<file path="src/rtl/switch_reader.sv">
`default_nettype none
// +----------------------------------------------------------------------------+
// | Module      : switch_reader                                                |
// | Description : Synchronised, debounced DIP-switch port with a read-only     |
// |               data / change-mask register pair. Define SWITCH_IRQ_EN to    |
// |               add the sw_irq change interrupt output.                      |
// | Revision    : 1.0 - initial release                                        |
// +----------------------------------------------------------------------------+
module switch_reader #(
    parameter int WIDTH          = 16,
    parameter int DEBOUNCE_DIV   = 50000,
    parameter int STABLE_SAMPLES = 4
) (
    input  logic             clk,
    input  logic             rst,
    input  logic [WIDTH-1:0] sw_port_sw,
    input  logic             rd_en,
    input  logic             rd_addr,
    output logic [WIDTH-1:0] rd_data,
    output logic [WIDTH-1:0] sw_level,
`ifdef SWITCH_IRQ_EN
    output logic             changed,
    output logic             sw_irq
`else
    output logic             changed
`endif
);

    localparam int                 c_CNT_W    = (DEBOUNCE_DIV > 1) ? $clog2(DEBOUNCE_DIV) : 1;
    localparam logic [c_CNT_W-1:0] c_CNT_LAST = c_CNT_W'(DEBOUNCE_DIV - 1);

    logic [WIDTH-1:0]   r_sync1;
    logic [WIDTH-1:0]   r_sync2;
    logic [c_CNT_W-1:0] r_tick_cnt;
    logic               w_tick;
    logic               r_tick_d;
    logic [WIDTH-1:0]   w_accept;
    logic [WIDTH-1:0]   r_sw_level;
    logic [WIDTH-1:0]   r_change_mask;
    logic [WIDTH-1:0]   w_mask_kept;
    logic [WIDTH-1:0]   r_rd_data;
    logic               w_rd0;

    assign w_tick = (r_tick_cnt == c_CNT_LAST);

    always_ff @(posedge clk) begin
        if (!rst) begin
            r_sync1    <= '0;
            r_sync2    <= '0;
            r_tick_cnt <= '0;
            r_tick_d   <= 1'b0;
        end else begin
            r_sync1    <= sw_port_sw;
            r_sync2    <= r_sync1;
            r_tick_cnt <= w_tick ? '0 : r_tick_cnt + c_CNT_W'(1);
            r_tick_d   <= w_tick;
        end
    end

    // History is evaluated the cycle after the shift so the newest sample counts.
    for (genvar gi = 0; gi < WIDTH; gi++) begin : g_bit
        logic [STABLE_SAMPLES-1:0] r_hist;

        always_ff @(posedge clk) begin
            if (!rst) begin
                r_hist <= '0;
            end else if (w_tick) begin
                r_hist <= {r_hist[STABLE_SAMPLES-2:0], r_sync2[gi]};
            end
        end

        assign w_accept[gi] = r_tick_d &
                              (((&r_hist) & ~r_sw_level[gi]) |
                               ((~|r_hist) &  r_sw_level[gi]));
    end

    assign w_rd0       = rd_en & ~rd_addr;
    assign w_mask_kept = w_rd0 ? '0 : r_change_mask;

    always_ff @(posedge clk) begin
        if (!rst) begin
            r_sw_level    <= '0;
            r_change_mask <= '0;
            r_rd_data     <= '0;
        end else begin
            r_sw_level    <= r_sw_level ^ w_accept;
            r_change_mask <= w_mask_kept | w_accept;
            if (rd_en) begin
                r_rd_data <= rd_addr ? r_change_mask : r_sw_level;
            end
        end
    end

    assign sw_level = r_sw_level;
    assign rd_data  = r_rd_data;
    assign changed  = |r_change_mask;

`ifdef SWITCH_IRQ_EN
    logic r_irq_pending;
    logic w_irq_gain;

    // A bit re-accepted during a clearing read still counts as a fresh gain.
    assign w_irq_gain = |(w_accept & ~w_mask_kept);

    always_ff @(posedge clk) begin
        if (!rst) begin
            r_irq_pending <= 1'b0;
        end else begin
            r_irq_pending <= w_irq_gain | (r_irq_pending & ~w_rd0);
        end
    end

    assign sw_irq = r_irq_pending;
`endif

endmodule
`default_nettype wire
</file>
<file path="config.mk">
export PLATFORM = sky130hd
export DESIGN_NAME = switch_reader
export DESIGN_NICKNAME = d
export VERILOG_FILES = /design/src/rtl/switch_reader.sv
export SDC_FILE = /design/constraint.sdc
export NUM_CORES = 1
export LEC_CHECK = 0
export ABC_AREA = 1
export CAP_MARGIN = 20
export CORE_MARGIN = 4
export CORE_UTILIZATION = 59
export DETAILED_ROUTE_END_ITERATION = 8
export GPL_TIMING_DRIVEN = 0
export MAX_ROUTING_LAYER = met4
export PLACE_DENSITY = 0.83
export SYNTH_ARGS = -nofsm -noshare
export SYNTH_HDL_FRONTEND = slang
export SYNTH_SLANG_ARGS = --single-unit
</file>
<file path="constraint.sdc">
create_clock -name clk -period 4.4 [get_ports clk]
set_clock_uncertainty 0.05 [all_clocks]
set_input_delay 0.44 -clock clk [delete_from_list [all_inputs] [get_ports clk]]
set_output_delay 0.44 -clock clk [all_outputs]
set_load 0.01 [all_outputs]
</file>
# Word-level counts from Yosys, hierarchy flattened
# Cells that the tools add are included.
[totals]
wordCells = 162
ff_bits = 161
[op_classes]
n_addsub = 1
n_reduce_logical = 50
mux = 2
n_bitwise = 85
n_eq_ne = 1
[op_table]
columns = ["cell", "n"]
rows = [
  ["4-bit AND reduction", 16],
  ["4-bit OR reduction", 16],
  ["1-bit AND", 49],
  ["16-bit 2-to-1 mux", 2],
  ["1-bit inverter", 18],
  ["16-bit by 1-bit adder with 16-bit output, second input constant", 1],
  ["16-bit == test, second input constant", 1],
  ["1-bit logical NOT", 16],
  ["1-bit OR", 16],
  ["16-bit OR", 1],
  ["16-bit OR reduction", 1],
  ["16-bit bitwise XOR", 1],
  ["2-bit OR reduction", 1],
]

# Longest topological paths before layout
# Gate-level depths: netlist (run 1).
[logic_depth]
depth_word = 6
mapped_depth = 9
mapped_depth_nobuf = 7

# Worst setup path before layout (run 1)
# Ideal clock, no wire load.
[synth_timing]
path_type = "flip-flop to flip-flop"
from = "register r_tick_cnt[0]"
to = "register g_bit[0].r_hist[0]"
period_less_slack_ns = 1.460
t_required_ns = 4.218
slack_ns = 2.940
t_arrival_ns = 1.278
stages_incl_launch_ff = 9
setup_ns = 0.132
n_path_buf = 2
path_cell_list = "dfxtp_1 > ha_1 > nand3_2 > nor2_2 > nand2_1 > buf_4 > buf_6 > nand2_1 > a21oi_1"
[synth_via]
elab_chain_len = 1
[synth_rtl]
columns = ["element", "line", "text"]
rows = [
  ["from (decl)", "34", "logic [c_CNT_W-1:0] r_tick_cnt;"],
  ["from (signal assigned)", "55", "r_tick_cnt <= w_tick ? '0 : r_tick_cnt + c_CNT_W'(1);"],
  ["16-bit == test", "44", "assign w_tick = (r_tick_cnt == c_CNT_LAST);"],
  ["to (signal assigned)", "68", "r_hist <= {r_hist[STABLE_SAMPLES-2:0], r_sync2[gi]};"],
  ["to (decl)", "62", "logic [STABLE_SAMPLES-1:0] r_hist;"],
]
# Every way passes these cells.
# A chain may end at the register's enable or synchronous reset.

# Final worst setup path (run 1)
[layout_timing]
from = "register r_change_mask[10]"
to = "output port changed"
[layout_via]
elab_chain_len = 1
[layout_rtl]
columns = ["element", "line", "text"]
rows = [
  ["from (decl)", "39", "logic [WIDTH-1:0] r_change_mask;"],
  ["from (signal assigned)", "87", "r_change_mask <= w_mask_kept | w_accept;"],
  ["16-bit OR reduction", "96", "assign changed = |r_change_mask;"],
  ["to (decl)", "25", "output logic changed"],
]
# Every way passes these cells.

==> results of run 1 <==
==> state kept, by name, indices dropped and copies added (netlist names) <==
signal / cells
r_sync2: 16
sw_level: 16
rd_data: 16
r_tick_cnt: 16
r_tick_d: 1
r_sync1: 16
r_change_mask: 16
g_bit.r_hist: 64
==> power breakdown <==
group          internal (mW)  total (mW)  switching [mW]  leakage, nW
registers               1.48        1.49         0.00938         1.31
logic                 0.0436       0.105          0.0615         1.80
clock network          0.828        1.42           0.591        0.266
==> layout by cell type, fill, tap and decap left out <==
cell type	synthesis	layout
o21ai_0	1	1
nand2_2	1	1
o211ai_1	32	32
nand3_2	1	1
inv_2	1	1
clkinvlp_4	0	5
bufinv_16	0	2
dfxtp_1	161	161
nor2_1	78	78
clkinv_4	0	3
buf_4	3	3
ha_1	1	1
nand3_1	85	85
clkdlybuf4s50_1	0	50
clkbuf_16	0	17
nand4_1	37	37
buf_2	3	3
nor4_1	4	4
a21oi_1	87	87
clkinv_2	0	4
xnor2_1	1	1
nor3_1	3	3
buf_1	7	7
inv_1	95	95
or2_2	1	1
clkbuf_1	19	19
buf_6	14	14
nand2_1	256	256
clkbuf_8	5	5
xor2_1	5	5
nor2_2	2	2
==> worst min path at each step <==
| stage | start | end | depth (start not counted) | slack (ps) |
|---|---|---|---|---|
| after CTS | r_sync1[2] | r_sync2[2] | 2 | 360 |
| after detailed placement | r_sync1[2] | r_sync2[2] | 2 | 350 |
| after global routing | r_sync1[3] | r_sync2[3] | 2 | 390 |
| after global placement | r_sync1[2] | r_sync2[2] | 2 | 340 |
| final | r_sync1[1] | r_sync2[1] | 2 | 360 |
| after floorplan | r_sync1[0] | r_sync2[0] | 2 | 340 |
==> through the flow <==
step / total power [mW] / cells / hold WS (ps) / util
after detailed placement: 1.63 / 1093 / 346 / 0.672
after global placement: 1.62 / 1093 / 342 / 0.672
after floorplan: 1.58 / 903 / 340 / -
after CTS: 3.03 / 1124 / 360 / 0.724
after global routing: 3.10 / 1124 / 385 / 0.724
final: 3.01 / 1124 / 360 / 0.724
==> kinds of logic (layout without fill, tap and decap cells) <==
family          Yosys count  count (layout)  share of synthesized area
simple gates            468             468                      0.297
flops                   161             161                      0.483
buf+inv                 147             228                      0.108
compound gates          120             120                      0.102
xor+xnor                  6               6                    0.00787
fa+ha+maj                 1               1                    0.00187
==> worst max-delay path, cell delays in order (launching register included) <==
cell             delay [ps]
dfxtp_1                 340
nor4_1                  430
nand4_1                 160
clkdlybuf4s50_1         510
==> final cells by class <==
class,instances,area (um2),area share
Tap cell,140,175,0.0221
Clock buffer,17,425,0.0537
Clock inverter,14,144,0.0182
Inverter,96,360,0.0455
Sequential cell,161,3220,0.407
Multi-Input combinational cell,595,2730,0.345
Buffer,51,362,0.0456
Timing Repair Buffer,50,500,0.0632
==> metal layers <==
layer  up-vias  global-route usage
met5         -                   -
met3        35              0.0587
met4         0              0.0926
met1      2701               0.320
li1       3065                   -
met2       206               0.388
==> reports/qor.yml, run 1 <==
outcome:
  outcome: "completed"
setup_path:
  reg2regPathDepth: 7
  worstSetupPathType: "register to output pin"
  cp.arrival_ps: 1870
  timing.critical_path.to: "changed"
  crit_start: "r_change_mask[10]"
  crit_required_ps: 3910
  start_kind: "register"
  reg2reg_slack_ps: 2710
  reg2reg_from: "r_tick_cnt[0]"
  timing.rr.end: "r_tick_cnt[8]"
  worstPathMaxFanout: 3
  cp-end-kind: "output pin"
route:
  wl_met3_um: 880
  wl_per_cell_um: 13.3
  drtIter0Drc: 528
  routed_wirelength_um: 15000
  wl_met1_um: 6890
  vias: 6007
  dr.pass1.iters: 5
  drtAntennaViolNets: 0
  vias_per_cell: 5.34
  route.detailed.drc: 0
  top_layer: "met4"
  route.met2.wl_um: 6830
finish:
  final_layout_size_suffix_gt1_frac: 0.0630
  final_area_um2: 7920
  syn_to_final_growth_pct: 18.6
  fillCellCount: 861
  fin_nets: 993
  antenna_cells: 0
global_routing:
  overflow: 0
  grt_first_pass_wirelength_um: 25500
  grtUsageTotal: 0.250
  antenna_found_initial: 0
  grt_pass1_vias: 5528
  grt_max_degree: 17
yosys:
  syn-num-nets: 924
  synthesis.area_um2: 6680
  ys_seq_elements: 161
  async_flop_share: 0
  ys_warn_count: 0
  synth.distinct_cells: 25
  avgSynthCellArea_um2: 7.39
  synth_top_area_cell: "dfxtp_1"
  synth_top_area_frac: 0.483
  netlist_top_cells_area: "dfxtp_1 48%, nand2_1 14%, a21oi_1 6.5%"
  synth_edf_count: 0
  yosysSeqAreaShare: 0.483
  ys_top_cells_by_count: "256 x nand2_1, 161 x dfxtp_1, 95 x inv_1, 87 x a21oi_1, 85 x nand3_1"
  synth_most_common_cell: "nand2_1"
  synth_cells: 903
  synth_ff_type: "dfxtp_1"
floorplanning:
  dieArea_um2: 13100
  start_util: 0.611
  die_h_um: 114
  die_w_um: 114
  pin_count: 53
  num_rows: 38
  coreArea_um2: 10900
cts:
  clk_latency_ps: 420
  cts.reportedPaths.clkPinSlew_ps: 60
  cts_resized: 0
  cts-root-buf: "clkbuf_16"
  cts_sinks: 161
  cts_tree: "done"
  clockBufferDepth: 2
  cts_buffers: 17
  post_cts_buffers: 0
  h-tree-depth: 4
  cts_hold_buf: 0
sta:
  fin_crit_ps: 2360
  finalWorstSetupSlack_ps: 2040
  finalSetupViolCount: 0
  worst-slew-pin-transition_ps: 619
  max-slew-margin-rel: 0.588
  drv_slew: 0
  rsz0062_at_grt: "false"
  tns_ps: 0
  fin_crit_sh: 0.536
  clock.fmax_mhz: 424
  finalHoldViolCount: 0
place:
  io_buffers: 50
  pre_cts_slack_ps: 2230
  dpl_cell_area_um2: 7350
  hpwl_um: 10300
  gp_congestion: 0.884
pwr:
  power.density_nw_per_um2: 380
  peakVddDrop_v: 0.000378
  leakagePower_nw: 3.37
job:
  maxCapViolations: 0
hold_path:
  hp-class: "register to register"
Power figures use the tool's default switching activity.
==> run 2: changes to the inputs <==
Settings changed: CORE_UTILIZATION 59 to 52, PLACE_DENSITY 0.83 to 0.77.
Clock period 4.4 ns to 1.94 ns, I/O delays scaled along.
==> reports/qor.yml, run 2 (synthesis gave the netlist of run 1 again) <==
finish:
  syn_to_final_growth_pct: 21.1
  final_layout_size_suffix_gt1_frac: 0.0650
  final_area_um2: 8090
  largest_reg_flops: 64
  layout_commonest_cell: "nand2_1"
  layout_common_cells: "256 x nand2_1, 161 x dfxtp_1, 95 x inv_1"
  largest-register: "g_bit.r_hist"
  fin_nets: 993
  fillCellCount: 1103
  multi_input_area_um2: 2760
  ff_latch_area_um2: 3220
  antenna_cells: 0
setup_path:
  reg2reg_slack_ps: 270
  worstSetupPathType: "register to output pin"
  timing.rr.end: "g_bit[11].r_hist[1]"
  crit_required_ps: 1700
  cp.arrival_ps: 1570
  cp-end-kind: "output pin"
  start_kind: "register"
  worstPathMaxFanout: 3
  reg2reg_from: "r_tick_cnt[0]"
  reg2regPathDepth: 8
place:
  gp_congestion: 0.842
  hpwl_um: 10400
  dpl_cell_area_um2: 7390
  pre_cts_slack_ps: 7.10
  io_buffers: 50
global_routing:
  antenna_found_initial: 0
  overflow: 0
  grt_first_pass_wirelength_um: 25200
  grt_max_degree: 17
  grtUsageTotal: 0.221
  grt_pass1_vias: 5383
pwr:
  peakVddDrop_v: 0.000544
  power_mw: 7.38
  leakagePower_nw: 3.44
  power.density_nw_per_um2: 913
floorplanning:
  dieArea_um2: 14700
  die_w_um: 121
  start_util: 0.529
  die_h_um: 121
  pin_count: 53
  num_rows: 41
  coreArea_um2: 12600
sta:
  max-slew-margin-rel: 0.587
  finalHoldViolCount: 0
  worst-slew-pin-transition_ps: 619
  finalSetupViolCount: 0
  drv_slew: 0
  fin_crit_sh: 0.935
  finalWorstSetupSlack_ps: 126
  fin_crit_ps: 1810
  rsz0062_at_grt: "false"
  clock.fmax_mhz: 551
  tns_ps: 0
route:
  drtAntennaViolNets: 0
  vias: 5884
  dr.pass1.iters: 5
  wl_per_cell_um: 12.8
  route.detailed.drc: 0
  routed_wirelength_um: 14900
  drtIter0Drc: 577
  vias_per_cell: 5.09
cts:
  h-tree-depth: 4
  clockBufferDepth: 2
  post_cts_buffers: 0
  cts_buffers: 17
  cts.reportedPaths.clkPinSlew_ps: 60
  cts_tree: "done"
  cts_hold_buf: 0
  cts-root-buf: "clkbuf_16"
  cts_sinks: 161
  clk_latency_ps: 430
outcome:
  outcome: "completed"
hold_path:
  hold_path_depth: 4
  hp-start: "rd_en"
  hp-class: "input port to register"
  hold_end: "rd_data[0]"
job:
  maxCapViolations: 0
run 2: cell count changes in the layout (fill, tap and decap cells not counted), sizes merged:
| cell | change |
|---|---|
| clkinv | -3 |
| clkdlybuf4s50 | -1 |
| clkinvlp | -4 |
| bufinv | +4 |
| clkbuf | +4 |
| dlygate4sd2 | +1 |
run 2: report_power, final:
| part | internal, mW | switching, mW | total, mW |
|---|---|---|---|
| clock | 2.47 | 1.29 | 3.77 |
| combinational | 0.0986 | 0.135 | 0.234 |
| sequential | 3.36 | 0.0202 | 3.38 |
| total | 5.93 | 1.45 | 7.38 |
run 2: routing by layer:
layer / wire, um / track usage
met5: 0 / -
met4: 337 / 0.0854
met3: 890 / 0.0587
met2: 6800 / 0.338
met1: 6840 / 0.280
run 2: how the worst max path moves through the flow:
| stage | startpoint | endpoint | slack [ps] | depth (start not counted) |
|---|---|---|---|---|
| CTS | r_change_mask[2] | changed | 150 | 3 |
| detailed placement | rst | rd_data[10] | 7 | 5 |
| floorplan | r_tick_cnt[0] | g_bit[0].r_hist[2] | 480 | 8 |
| finish | r_change_mask[14] | changed | 130 | 3 |
| global placement | rst | rd_data[8] | 20 | 5 |
| global route | r_tick_cnt[0] | r_tick_cnt[5] | 60 | 7 |
run 2: worst max-delay path, cell delays in order (launching register included):
cell           delay, ps
dfxtp_1              340
nor4_2               350
nand4_1              140
dlygate4sd2_1        310
run 2: area by class of cell:
class / count / share of cell area
Multi-Input combinational cell: 595 / 0.341
Inverter: 96 / 0.0446
Clock inverter: 11 / 0.0257
Tap cell: 172 / 0.0266
Buffer: 51 / 0.0447
Sequential cell: 161 / 0.399
Clock buffer: 21 / 0.0569
Timing Repair Buffer: 50 / 0.0617
run 2: per-stage QoR:
stage                     utilization  hold WS, ps  instances
final                           0.641          120       1157
after global routing            0.641          139       1157
after CTS                       0.641          113       1157
after detailed placement        0.586          346       1125
after global placement          0.586          345       1125
after floorplan                     -          242        903
run 2: timing repair:
item,4_1_cts,5_1_grt
hold endpoints to repair,0,0
resized for setup,5,0
setup endpoints to repair,1,0
